<file path="src/rtl/updown_modn_counter.sv">
// updown_modn_counter: mod-MODULUS up/down counter with load, enable, carry in/out, saturate; ports clk R en cin M load d -> Q Qbar cout ld_err
module updown_modn_counter #(
  parameter int MODULUS  = 5,
  parameter int WIDTH    = 4,
  parameter int SATURATE = 0
) (
  input  logic             clk,
  input  logic             R,
  input  logic             en,
  input  logic             cin,
  input  logic             M,
  input  logic             load,
  input  logic [WIDTH-1:0] d,
  output logic [WIDTH-1:0] Q,
  output logic [WIDTH-1:0] Qbar,
  output logic             cout,
  output logic             ld_err
);
  if (MODULUS < 2 || ((MODULUS - 1) >> WIDTH) != 0) begin : g_bad_params
    $error("updown_modn_counter: need MODULUS >= 2 and 2**WIDTH >= MODULUS");
  end
  localparam logic [WIDTH-1:0] MAX = WIDTH'(MODULUS - 1);
  logic [WIDTH-1:0] q_q, q_d, term;
  logic             ld_err_q, ld_err_d, step, at_term, illegal, load_ok;
  always_comb begin
    step     = en & cin;
    term     = M ? MAX : '0;
    at_term  = q_q == term;
    illegal  = q_q > MAX;
    load_ok  = d <= MAX;
    q_d      = load     ? (load_ok ? d : '0) :
               !step    ? q_q :
               illegal  ? '0 :
               at_term  ? ((SATURATE != 0) ? q_q : (M ? '0 : MAX)) :
               M        ? q_q + WIDTH'(1) : q_q - WIDTH'(1);
    ld_err_d = load & ~load_ok;
  end
  always_ff @(posedge clk or negedge R) begin
    if (!R) begin
      q_q      <= '0;
      ld_err_q <= 1'b0;
    end else begin
      q_q      <= q_d;
      ld_err_q <= ld_err_d;
    end
  end
  assign Q      = q_q;
  assign Qbar   = ~q_q;
  assign ld_err = ld_err_q;
  assign cout   = R & step & at_term;
endmodule

</file>
<file path="config.mk">
export PLATFORM = sky130hd
export DESIGN_NAME = updown_modn_counter
export DESIGN_NICKNAME = d
export VERILOG_FILES = /design/src/rtl/updown_modn_counter.sv
export SDC_FILE = /design/constraint.sdc
export NUM_CORES = 1
export LEC_CHECK = 0
export BUFFER_PORTS_ARGS = -buffer_cell sky130_fd_sc_hd__clkbuf_2
export CAP_MARGIN = 0
export CORE_AREA = 2 2 39 41
export DETAILED_ROUTE_END_ITERATION = 16
export DIE_AREA = 0 0 41 43
export GPL_TIMING_DRIVEN = 0
export PLACE_DENSITY = 0.68
export SLEW_MARGIN = 20
export SYNTH_ARGS = -nofsm -noshare
export SYNTH_HDL_FRONTEND = slang
export SYNTH_SLANG_ARGS = --single-unit
export TNS_END_PERCENT = 1
</file>
<file path="constraint.sdc">
create_clock -name clk -period 1.6 [get_ports clk]
set_clock_uncertainty 0.05 [all_clocks]
set_input_delay 0.32 -clock clk [delete_from_list [all_inputs] [get_ports clk]]
set_output_delay 0.32 -clock clk [all_outputs]
set_load 0.01 [all_outputs]
</file>
==> impl_metrics.py, run 1 <==
metrics = {
    "sta": {
        "relSlewSlack": 0.775,
        "finalSetupTns_ns": -0.359,
        "worstMarginPinSlew_ns": 0.337,
        "rsz0062_at_grt": "yes",
        "period_needed_ns": 1.96,
        "fin_hold_ws_ns": 0.305,
        "setup_ws_ns": -0.359,
        "finalMaxSlewViolations": 0,
        "finalSetupViolCount": 1,
        "timing.final.hold_violations": 0,
        "max_freq_mhz": 510,
        "post-route-period-util": 1.22,
    },
    "synth": {
        "synth-adder-area-share": 0.118,
        "synthCells": 44,
        "synth-seq-cells": 5,
        "ys_seq_area_frac": 0.328,
        "synth.area.mux_share": 0,
        "synth_xor_area_frac": 0.0230,
        "synth_top_family_by_area": "compound AO/OA/AOI/OAI gates",
        "ys_types": 24,
        "synth_warnings": 0,
        "syn_area_per_cell_um2": 8.67,
        "synth_compound_area_frac": 0.239,
        "synth-simple-area-share": 0.223,
        "synthesis.area_um2": 382,
        "synth.net_count": 57,
    },
    "setup_path": {
        "cp_slowest_cell": "dfrtp_2",
        "regToRegStartpoint": "Q[2]",
        "r2r_slack_ns": 0.09,
        "r2r_cells": 4,
        "cp_max_fo": 2,
        "cp_num_cells": 4,
        "crit_chain": "ha_4 -> or3b_4 -> nor4_4 -> buf_2",
        "slowest_delay_ns": 0.42,
        "reg2reg_to": "Q[0]",
        "critical_path_required_ns": 1.23,
        "crit_type": "reg2out",
        "worstSetupEndpointType": "primary output",
        "critPathLaunchType": "flip-flop",
        "crit_buf_inv": 1,
        "path_delay_family": "simple AND/OR/NAND/NOR gates",
        "crit_arrival_ns": 1.59,
    },
    "clocking": {
        "cts_tree": "built",
        "clockRootBuffer": "clkbuf_4",
        "insertion_delay_ns": 0.24,
        "htree_levels": 1,
        "clkTransAtPathRegs_ns": 0.04,
        "cts_buffer_depth": 2,
        "cts.sinks": 5,
        "numCtsBuffers": 3,
    },
    "place": {
        "dp_cells": 79,
        "port_buffers": 19,
        "placed_area_um2": 528,
        "dp_slack_ns": -0.298,
        "routabilityCongestion": 0.773,
        "place_hpwl_um": 737,
    },
    "layout": {
        "drive_above_1_share": 0.400,
        "final_core_util": 0.419,
        "final_cells": 86,
        "fill_cells": 147,
        "n_antenna_cell": 0,
        "multiInputGateArea_um2": 260,
        "nets": 84,
        "finalInstanceArea_um2": 579,
        "area_growth_pct": 51.8,
        "register_area_um2": 126,
    },
    "routing": {
        "drc": 0,
        "avgRoutedWirePerCell_um": 11.2,
        "ant_nets": 0,
        "drtPass1Iterations": 3,
        "wl_um": 967,
        "drtIter0Drc": 7,
        "via_count": 424,
        "viasPerCell": 4.93,
    },
    "floorplanning": {
        "row_count": 14,
        "initial_core_util": 0.276,
        "chipWidth_um": 41,
        "die_h_um": 43,
        "pin_count": 20,
        "die_area_mm2": 0.00176,
        "core_area_mm2": 0.00138,
    },
    "global_route": {
        "grt_max_degree": 11,
        "grt_pass1_wl_um": 1640,
        "grt_overflow": 0,
        "grt_pass1_vias": 381,
        "antenna_found_initial": 0,
        "grt_use_total": 0.136,
    },
    "run_status": {
        "failed_checks": "setup timing",
        "status": "finished with violations",
    },
    "min_path": {
        "whs_endpoint": "Q[2]",
        "min_from": "cin",
        "hold_depth": 3,
        "holdCritPathClass": "in2reg",
    },
    "power": {
        "p_leak_nw": 0.275,
        "ir_worst_vdd_mv": 0.286,
        "power.total_uw": 457,
        "powerDensity_mw_per_mm2": 788,
    },
    "flow_run": {
        "max_cap_violations": 0,
    },
}
-- flip-flops by register name (all words and copies together) (netlist names) --
| name | count |
|---|---|
| Q | 4 |
| ld_err | 1 |
-- synth_stat cells (all sizes together) --
cell type	count	area share
nor2	1	0.0098
dfrtp	5	0.33
nor2b	1	0.016
a22oi	3	0.059
nand2	2	0.020
o21ai	5	0.066
nor4	1	0.016
a31oi	1	0.016
nor4b	1	0.023
nand3	1	0.013
nor3b	1	0.020
fa	1	0.052
nand4	1	0.016
ha	2	0.066
nand4b	1	0.023
o21a	2	0.039
xor2	1	0.023
inv	7	0.069
or4b	1	0.026
o31ai	1	0.020
a21oi	3	0.039
or3b	1	0.023
and3	1	0.016
-- per-layer routing --
layer  global-route usage  part of all wire
met1                0.176              0.43
met2                0.203              0.52
met3              0.00524             0.047
met4                0.100                 0
met5                    0                 0
-- area by class of cell --
type | count | share of cell area
well taps | 16 | 0.0346
flip-flops and latches | 5 | 0.218
inverters | 7 | 0.0454
clock buffers | 4 | 0.0454
multi-input cells | 32 | 0.449
repair buffers | 22 | 0.207
-- worst register-to-register path: cells and delay by family, from the launching register on --
| family | cells | cell delay, ns |
|---|---|---|
| flip-flops | 1 | 0.42 |
| AND/OR/NAND/NOR | 2 | 0.53 |
| adder cells (fa/ha/maj) | 1 | 0.27 |
| AO/OA/AOI/OAI | 1 | 0.09 |
-- worst max path at each step --
stage,startpoint,endpoint,slack (ns)
floorplan,Q[2],cout,-0.07
global placement,M,cout,-0.29
detailed placement,M,cout,-0.30
CTS,Q[2],cout,-0.38
global route,Q[2],cout,-0.42
finish,Q[2],cout,-0.36
-- where the power goes --
group / total (mW) / internal, mW / switching, mW
sequential: 0.163 / 0.139 / 0.0245
combinational: 0.150 / 0.0746 / 0.0758
clock: 0.143 / 0.0941 / 0.0489
total: 0.457 / 0.308 / 0.149
-- layout by cell type (no fill, tap or decap), types with 2 or more instances in the layout --
cell,n
clkbuf_2,18
a21oi_1,3
o21ai_0,4
inv_1,7
dfrtp_1,4
o21a_1,2
clkbuf_4,3
buf_4,2
a22oi_1,3
nand2_1,2
-- kinds of logic (layout without fill, tap and decap cells) --
family                   count (synthesis)  after routing
AND/OR/NAND/NOR                         13             13
XOR/XNOR                                 1              1
adder cells (fa/ha/maj)                  3              3
flip-flops                               5              5
buffers and inverters                    7             33
AO/OA/AOI/OAI                           15             15
-- repair_timing --
action,in CTS,in global routing
pin swaps,1,1
hold endpoints to repair,5,0
setup endpoints to repair,1,1
hold buffers,1,0
gates resized for setup,0,1
setup buffers,2,0
Power figures use the tool's default switching activity.
==> inputs of run 2 (changes only) <==
--- a/config.mk
+++ b/config.mk
@@ -5,13 +5,14 @@
 export SDC_FILE = /design/constraint.sdc
 export NUM_CORES = 1
 export LEC_CHECK = 0
-export BUFFER_PORTS_ARGS = -buffer_cell sky130_fd_sc_hd__clkbuf_2
 export CAP_MARGIN = 0
 export CORE_AREA = 2 2 39 41
 export DETAILED_ROUTE_END_ITERATION = 16
 export DIE_AREA = 0 0 41 43
+export DONT_BUFFER_PORTS = 1
 export GPL_TIMING_DRIVEN = 0
-export PLACE_DENSITY = 0.68
+export HOLD_SLACK_MARGIN = 0.06
+export PLACE_DENSITY = 0.55
 export SLEW_MARGIN = 20
 export SYNTH_ARGS = -nofsm -noshare
 export SYNTH_HDL_FRONTEND = slang
==> constraint.sdc (replaced) <==
create_clock -name clk -period 1.6 [get_ports clk]
set_clock_uncertainty 0.05 [all_clocks]
set_input_delay 0.16 -clock clk [delete_from_list [all_inputs] [get_ports clk]]
set_output_delay 0.16 -clock clk [all_outputs]
set_load 0.01 [all_outputs]
==> run 2 against run 1 <==
  * Final cell count is 15% lower
  * Clock-buffer cell count unchanged
  * Combinational power decreased by 23%
  * Critical path type unchanged
  * Critical endpoint unchanged
  * Fmax rose by 9.7%
  * The flow still finishes with violations (setup timing)
==> impl_metrics.py, run 2 (synthesized netlist as in run 1, its figures left out) <==
metrics = {
    "power": {
        "p_clk_frac": 0.330,
        "power.total_uw": 432,
        "p_int_uw": 295,
        "p_leak_nw": 0.216,
        "powerDensity_mw_per_mm2": 787,
        "p_comb_frac": 0.269,
        "switching_share": 0.317,
        "switchingPower_uw": 137,
        "ir_worst_vdd_mv": 0.163,
        "sequentialPowerShare": 0.402,
    },
    "routing": {
        "drtPass1Iterations": 3,
        "viasPerCell": 5.25,
        "avgRoutedWirePerCell_um": 13.6,
        "drc": 0,
        "drtIter0Drc": 3,
        "via_count": 383,
        "ant_nets": 0,
        "wl_um": 994,
    },
    "global_route": {
        "grt_pass1_wl_um": 1610,
        "grt_overflow": 0,
        "grt_pass1_vias": 409,
        "antenna_found_initial": 0,
        "top_usage_layer": "met2",
        "use_met3": 0.0157,
        "grtUsageMet1": 0.162,
        "grt_use_total": 0.137,
        "use_met2": 0.203,
        "grt_max_degree": 11,
    },
    "run_status": {
        "failed_checks": "setup timing",
        "status": "finished with violations",
    },
    "sta": {
        "setup_ws_ns": -0.186,
        "period_needed_ns": 1.79,
        "finalSetupTns_ns": -0.186,
        "finalMaxSlewViolations": 0,
        "finalSetupViolCount": 1,
        "fin_hold_ws_ns": 0.0951,
        "max_freq_mhz": 560,
        "rsz0062_at_grt": "yes",
        "relSlewSlack": 0.758,
        "timing.final.hold_violations": 0,
        "worstMarginPinSlew_ns": 0.363,
        "post-route-period-util": 1.12,
    },
    "clocking": {
        "clkTransAtPathRegs_ns": 0.04,
        "clockRootBuffer": "clkbuf_4",
        "numCtsBuffers": 3,
        "cts_buffer_depth": 2,
        "htree_levels": 1,
        "insertion_delay_ns": 0.24,
        "cts_tree": "built",
        "cts.sinks": 5,
    },
    "setup_path": {
        "cp_max_fo": 5,
        "reg2reg_to": "Q[3]",
        "cp-startpoint": "Q[2]",
        "r2r_slack_ns": 0.02,
        "endpoint": "cout",
        "worstSetupEndpointType": "primary output",
        "crit_type": "reg2out",
        "regToRegStartpoint": "Q[2]",
        "crit_arrival_ns": 1.58,
        "critPathLaunchType": "flip-flop",
        "critical_path_required_ns": 1.39,
        "r2r_cells": 4,
    },
    "place": {
        "place_hpwl_um": 746,
        "placed_area_um2": 430,
        "port_buffers": 0,
        "dp_slack_ns": -0.0662,
        "routabilityCongestion": 0.649,
    },
    "floorplanning": {
        "die_area_mm2": 0.00176,
        "chipWidth_um": 41,
        "row_count": 14,
        "die_h_um": 43,
        "core_area_mm2": 0.00138,
        "initial_core_util": 0.276,
        "pin_count": 20,
    },
    "layout": {
        "final_common_cell": "dlygate4sd3_1",
        "largest_reg_flops": 4,
        "finalInstanceArea_um2": 549,
        "n_antenna_cell": 0,
        "nets": 71,
        "most-common-layout-cells": "dlygate4sd3_1, inv_1",
        "drive_above_1_share": 0.175,
        "area_growth_pct": 43.9,
    },
    "min_path": {
        "min_from": "load",
        "holdCritPathClass": "in2reg",
    },
    "flow_run": {
        "max_cap_violations": 0,
    },
}
-- run 2: cell types whose count changed in the layout (fill, tap and decap cells not counted) --
cell,change
buf_2,-1
buf_4,-1
clkbuf_2,-18
dfrtp_1,-2
dfrtp_2,+2
dlygate4sd3_1,+7
o21ai_0,-2
o21ai_1,+2
-- run 2: metrics by stage --
step | utilization | cells
finish | 0.397 | 73
global route | 0.397 | 73
CTS | 0.395 | 73
detailed placement | 0.311 | 60
global placement | 0.311 | 60
floorplan | - | 44
-- run 2: final cells by class --
type | instances | area, µm²
inverter | 7 | 26.3
tap | 16 | 20.0
multi-input combinational | 32 | 260
sequential | 5 | 129
fill | 144 | 835
timing repair buffer | 9 | 87.6
clock buffer | 4 | 26.3
-- run 2: worst min-delay path by stage --
stage	cells after the start	endpoint
3_5_place_dp	0	Q[3]
3_3_place_gp	0	Q[3]
2_1_floorplan	0	Q[0]
4_1_cts	3	Q[2]
6_report	3	Q[2]
5_1_grt	3	Q[2]
-- run 2: repair_timing --
item / 4_1_cts / 5_1_grt
hold buffers: 8 / 0
endpoints found under the hold margin: 9 / 0
setup buffers: 1 / 0
gates resized for setup: 1 / 4
pin swaps: 2 / 0
endpoints found under the setup margin: 4 / 5
-- run 2: layer usage --
metal | vias to the layer above | routed length [µm]
li1 | 189 | -
met1 | 177 | 417
met2 | 15 | 488
met3 | 2 | 73
met4 | 0 | 14
met5 | - | 0
-- run 2: worst max-delay path: stages (launching register included) --
cell,delay [ns]
dfrtp_2,0.46
ha_4,0.29
or3b_4,0.39
nor4_4,0.20
-- run 2: power groups by stage --
| stage | Sequential [mW] | Clock (mW) | Combinational, mW |
|---|---|---|---|
| floorplan | 0.165 | 0 | 0.0770 |
| detailed placement | 0.174 | 0 | 0.0894 |
| finish | 0.174 | 0.143 | 0.116 |
| global route | 0.180 | 0.154 | 0.133 |
| CTS | 0.173 | 0.152 | 0.115 |
| global placement | 0.174 | 0 | 0.0885 |
